[config.mk]
export PLATFORM = sky130hd
export DESIGN_NAME = mux_n_reg
export DESIGN_NICKNAME = d
export VERILOG_FILES = /design/src/rtl/mux_n_reg.sv
export SDC_FILE = /design/constraint.sdc
export NUM_CORES = 1
export LEC_CHECK = 0
export BUFFER_PORTS_ARGS = -buffer_cell sky130_fd_sc_hd__buf_2
export CORE_MARGIN = 8
export CORE_UTILIZATION = 40
export CTS_CLUSTER_DIAMETER = 200
export DETAILED_ROUTE_END_ITERATION = 6
export PLACE_DENSITY = 0.8
export SKIP_LAST_GASP = 1
export SYNTH_ARGS = -nofsm -noshare
export SYNTH_HDL_FRONTEND = slang
export SYNTH_SLANG_ARGS = --single-unit
[constraint.sdc]
create_clock -name clk -period 1.3 [get_ports clk]
set_input_delay 0 -clock clk [delete_from_list [all_inputs] [get_ports clk]]
set_output_delay 0 -clock clk [all_outputs]
set_load 0.02 [all_outputs]
[src/rtl/mux_n_reg.sv]
// mux_n_reg: parametrised N-input, WIDTH-bit datapath selector.
// The selected value is captured in an explicit hold register on load.
// The block also provides a one-cycle valid strobe, a sticky select-error
// flag and the last valid select code.
// With REGISTERED=0, a valid select is passed through combinationally.
// An out-of-range select always falls back to the hold register.
module mux_n_reg #(
    parameter int               WIDTH      = 32,
    parameter int               NUM_IN     = 3,
    parameter int               SEL_W      = 2,
    parameter bit               REGISTERED = 1'b1,
    parameter logic [WIDTH-1:0] RESET_VAL  = '0
) (
    input  logic                    clk,
    input  logic                    reset,
    input  logic [NUM_IN*WIDTH-1:0] in_data,
    input  logic [SEL_W-1:0]        sel,
    input  logic                    load,
    input  logic                    clr_err,
    output logic [WIDTH-1:0]        out,
    output logic                    out_valid,
    output logic                    sel_err,
    output logic [SEL_W-1:0]        last_sel
);

    // The extra bit lets NUM_IN == 2**SEL_W be represented.
    // In that case every code is valid and sel_ok is constant 1.
    localparam logic [SEL_W:0] NUM_IN_C = (SEL_W+1)'(NUM_IN);

    logic             sel_ok;
    logic [WIDTH-1:0] sel_data;
    logic [WIDTH-1:0] hold;

    assign sel_ok = ({1'b0, sel} < NUM_IN_C);

    // Pick input[sel]. The zero default for unused codes keeps this a pure mux.
    always_comb begin
        sel_data = '0;
        for (int k = 0; k < NUM_IN; k++) begin
            if (sel == SEL_W'(k)) begin
                sel_data = in_data[k*WIDTH +: WIDTH];
            end
        end
    end

    // Hold register, strobe, last select and sticky error flag.
    // When the error flag is set and cleared in the same cycle, set wins.
    always_ff @(posedge clk) begin
        if (reset) begin
            hold      <= RESET_VAL;
            out_valid <= 1'b0;
            sel_err   <= 1'b0;
            last_sel  <= '0;
        end else begin
            out_valid <= load && sel_ok;
            if (load && sel_ok) begin
                hold     <= sel_data;
                last_sel <= sel;
            end
            if (load && !sel_ok) begin
                sel_err <= 1'b1;
            end else if (clr_err) begin
                sel_err <= 1'b0;
            end
        end
    end

    generate
        if (REGISTERED) begin : g_registered
            assign out = hold;
        end else begin : g_comb
            assign out = sel_ok ? sel_data : hold;
        end
    endgenerate

endmodule

==> flow_summary.yaml, run 1 <==
sta:
  finalHoldViolations: 0
  max_freq_mhz: 908
  skew_ps: 0
  slew_headroom: 0.818
  fin_ws_ps: 199
  worst_pin_slew_ps: 272
  slew_violations: 0
  setup_viol: 0
  fin_crit_sh: 0.847
  rsz0062_at_grt: "false"
  finalCriticalPeriod_ps: 1100
  fin_tns_setup_ps: 0
synthesis:
  syn_inst: 202
  yosys-top-cells-area: "dfxtp_1, mux2_2, o22ai_1"
  synth_top_cell_by_area: "dfxtp_1"
  synth_top_area_frac: 0.399
  yosysSeqAreaShare: 0.399
  synth.avg_cell_area_um2: 8.95
  synth_cell_type_count: 22
  syn-num-nets: 304
  synth_warnings: 0
  syn_area_mm2: 0.00181
  synth-seq-cells: 36
worst_hold_path:
  hp-class: "in2reg"
  min_path_cells: 3
route:
  vias_per_cell: 5.28
  drcViolationCount: 0
  wirelength_um: 6900
  antenna_left: 0
  drtPass1Iterations: 4
  drt_iter0_drc: 84
  wl_per_cell_um: 16.7
  via_count: 2182
cts:
  clk_path_buf_depth: 2
  path_clk_slew_ps: 70
  insertion_delay_ps: 280
  htreeDepth: 2
  numClockSinks: 36
  cts_root_buffer: "clkbuf_8"
  cts_buffers: 5
  cts_tree: "yes"
finish:
  final_cell_mix: "buf_2, nor2_1, dfxtp_1"
  drive_gt1_frac: 0.515
  diodes: 0
  final_net_count: 463
  final_common_cell: "buf_2"
  syn2layout_area_growth_pct: 58.5
setup_path:
  crit_chain: "inv_1, a22o_1, a2111oi_2"
  r2r_cells: 3
  startpoint_type: "flip-flop"
  critPathRequiredTime_ps: 1480
  crit_arrival_ps: 1280
  cp_slowest_cell: "dfxtp_1"
  path_class: "reg2reg"
  cp_slowest_stage_delay_ps: 370
  crit_fanout: 3
  endpoint_kind: "flip-flop"
die:
  initial_core_util: 0.415
  die_w_um: 83.2
  num_io_pins: 138
  coreArea_mm2: 0.00435
  rows: 24
  die-area_mm2: 0.00693
  die_h_um: 83.2
power:
  leakagePower_nw: 1.37
  ir_worst_vdd_uv: 523
  p_per_area_mw_per_mm2: 1000
global_routing:
  grt_max_degree: 43
  globalRouteOverflowTotal: 0
  grt_pass1_wl_um: 11100
  grt_pass1_vias: 2300
  antenna_found_initial: 0
  grt_usage: 0.191
placed_design:
  hpwl_um: 4850
  routabilityCongestion: 0.766
  io_buffers: 137
  post-place-ws_ps: 193
job:
  cap_violations: 0
status:
  outcome: "completed"
==> through the flow <==
step / util / power, W / hold WS, ps / area, µm² / instances
4_1_cts: 0.656 / 0.00288 / 0.0908 / 2860 / 412
3_5_place_dp: 0.576 / 0.00198 / 270 / 2510 / 380
3_3_place_gp: 0.576 / 0.00196 / 259 / 2510 / 380
5_1_grt: 0.658 / 0.00302 / 11.5 / 2870 / 413
6_report: 0.658 / 0.00287 / 4.31 / 2870 / 413
2_1_floorplan: - / 0.00169 / 94.8 / 1810 / 202
==> kinds of logic (layout without fill, tap and decap cells) <==
family / after synthesis / in the layout / synth area share
multiplexers: 30 / 30 / 0.187
flip-flops: 36 / 36 / 0.399
AND/OR/NAND/NOR: 77 / 77 / 0.196
AO/OA/AOI/OAI: 38 / 38 / 0.147
buffers and inverters: 21 / 180 / 0.0713
==> state kept, by name (all words and copies together), names as in the netlist <==
name       flops
out_valid      1
out           32
sel_err        1
last_sel       2
==> repair_timing <==
action,4_1_cts,5_1_grt
endpoints found under the hold margin,25,1
hold buffers,25,1
gates resized for setup,0,0
buffers inserted,0,0
==> cell type report <==
class	count	area, µm²
Clock buffer	7	96.3
Timing Repair Buffer	171	1020
Tap cell	52	65.1
Multi-Input combinational cell	145	958
Sequential cell	36	721
Inverter	2	7.51
Fill cell	370	1490
==> routing by layer <==
metal	up-vias	part of all wire	track usage	routed length, µm
li1	1049	-	-	-
met1	998	0.38	0.198	2610
met2	121	0.51	0.343	3510
met3	14	0.095	0.0771	655
met4	0	0.018	0.0559	125
met5	-	0	0	0
==> report_power, final <==
group / total, W / switching, W / internal (W)
sequential: 0.00123 / 0.0000418 / 0.00119
combinational: 0.000789 / 0.000387 / 0.000402
clock: 0.000846 / 0.000374 / 0.000472
==> worst paths after layout <==
| check | start | endpoint | slack, ps |
|---|---|---|---|
| setup / recovery | out[14] | out[14] | 200 |
| hold / removal | in_data[75] | out[11] | 4 |
| setup reg to reg | out[14] | out[14] | 200 |
| hold reg to reg | sel_err | sel_err | 480 |
==> cell usage after synthesis <==
cell       number
dfxtp_1        36
nor2_1         36
nor3_1         32
mux2_2         30
o22ai_1        30
buf_2           7
buf_4           6
nor2b_1         5
clkbuf_1        3
a2111oi_2       2
a211oi_1        2
a22o_1          2
inv_1           2
a21boi_2        1
a21oi_1         1
buf_1           1
buf_6           1
buf_8           1
nand2b_1        1
nand2b_2        1
nand3_1         1
nand3b_1        1
==> critical path: cells and delay by family, from the launching register on <==
family	cells	cell delay (ps)
DFF	1	370
buffers and inverters	1	50
AOI/OAI and AO/OA	2	580
(Power assumes the default switching activity.)
==> run 2, diff against run 1 <==
==> constraint.sdc (replaced) <==
create_clock -name clk -period 1.1 [get_ports clk]
set_input_delay 0 -clock clk [delete_from_list [all_inputs] [get_ports clk]]
set_output_delay 0 -clock clk [all_outputs]
set_load 0.02 [all_outputs]
==> flow_summary.yaml, run 2 (same netlist as run 1, synthesis figures left out) <==
worst_hold_path:
  hp-class: "in2reg"
global_routing:
  grt_pass1_wl_um: 11000
  grt_max_degree: 32
  antenna_found_initial: 0
  grt_usage: 0.191
  grt_pass1_vias: 2210
  globalRouteOverflowTotal: 0
cts:
  cts_tree: "yes"
  cts_root_buffer: "clkbuf_8"
  numClockSinks: 36
  path_clk_slew_ps: 70
  insertion_delay_ps: 270
  cts_resized: 0
  cts_buffers: 5
  htreeDepth: 2
  clk_path_buf_depth: 2
setup_path:
  startpoint_type: "flip-flop"
  crit_chain: "inv_1, a22o_1, a2111oi_2"
  endpoint_kind: "flip-flop"
  path_class: "reg2reg"
  cp_slowest_cell: "dfxtp_2"
  cp_slowest_stage_delay_ps: 330
  crit_fanout: 3
  crit_arrival_ps: 1200
  critPathRequiredTime_ps: 1270
route:
  drtPass1Iterations: 4
  wl_per_cell_um: 16.6
  drcViolationCount: 0
  wirelength_um: 6890
  vias_per_cell: 5.12
  antenna_left: 0
  drt_iter0_drc: 84
  via_count: 2123
power:
  leakagePower_nw: 1.39
  p_per_area_mw_per_mm2: 1160
  ir_worst_vdd_uv: 587
sta:
  slew_violations: 0
  worst_pin_slew_ps: 400
  max_freq_mhz: 976
  fin_crit_sh: 0.931
  setup_viol: 0
  fin_tns_setup_ps: 0
  rsz0062_at_grt: "false"
  slew_headroom: 0.733
  skew_ps: 0
  finalHoldViolations: 0
  finalCriticalPeriod_ps: 1020
finish:
  final_net_count: 464
  final_cell_mix: "buf_2, nor2_1, dfxtp_1"
  utilization: 0.668
  diodes: 0
  syn2layout_area_growth_pct: 61.0
  final_common_cell: "buf_2"
  largest_register_ff_count: 32
  drive_gt1_frac: 0.523
die:
  num_io_pins: 138
  die-area_mm2: 0.00693
  rows: 24
  initial_core_util: 0.415
  coreArea_mm2: 0.00435
  die_h_um: 83.2
  die_w_um: 83.2
placed_design:
  io_buffers: 137
  hpwl_um: 4790
  routabilityCongestion: 0.793
status:
  outcome: "completed"
job:
  cap_violations: 0
run 2: report_power, final:
part	internal [W]	total, W	switching [W]
clock network	0.000500	0.000949	0.000449
logic	0.000493	0.000957	0.000464
registers	0.00141	0.00146	0.0000481
total	0.00240	0.00336	0.000961
run 2: per-stage QoR:
| stage | total power [W] | setup WS, ps | hold WS, ps | std cells | area (µm²) |
|---|---|---|---|---|---|
| detailed placement | 0.00236 | 8.10 | 268 | 380 | 2550 |
| global route | 0.00356 | 8.10 | 6.91 | 415 | 2910 |
| CTS | 0.00338 | 27.8 | 0.0642 | 414 | 2900 |
| finish | 0.00336 | 75.7 | 1.86 | 415 | 2910 |
| floorplan | 0.00199 | 23.9 | 87.2 | 202 | 1810 |
| global placement | 0.00234 | 78.3 | 257 | 380 | 2550 |
run 2: routing by layer:
metal | GRT usage | wire length (µm) | up-vias
met2 | 0.337 | 3490 | 112
met4 | 0.0511 | 85 | 0
met5 | 0 | 0 | -
met1 | 0.200 | 2660 | 952
li1 | - | - | 1053
met3 | 0.0869 | 657 | 6
run 2: worst max-delay path: cells and delay by family, from the launching register on:
family | cells | cell delay (ps)
flip-flops | 1 | 330
buffers and inverters | 1 | 40
AO/OA/AOI/OAI | 2 | 560
run 2: path summary, 6_finish.rpt:
| path | from | to | slack (ps) | depth (start not counted) |
|---|---|---|---|---|
| setup / recovery | out[13] | out[13] | 80 | 3 |
| hold / removal | in_data[84] | out[20] | 2 | 3 |
| setup reg to reg | out[13] | out[13] | 80 | 3 |
| hold reg to reg | sel_err | sel_err | 480 | 2 |
run 2: repair_timing:
action                                 in CTS  in global routing
endpoints found under the hold margin      26                  0
setup buffers                               0                  1
hold buffers                               26                  0
setup endpoints to repair                   0                  2
run 2: final cells by class:
type,count,area (µm²)
Fill cell,361,1440
Timing Repair Buffer,172,1060
Multi-Input combinational cell,145,958
Sequential cell,36,723
Clock buffer,6,82.6
Tap cell,52,65.1
Clock inverter,2,10.0
Inverter,2,7.51
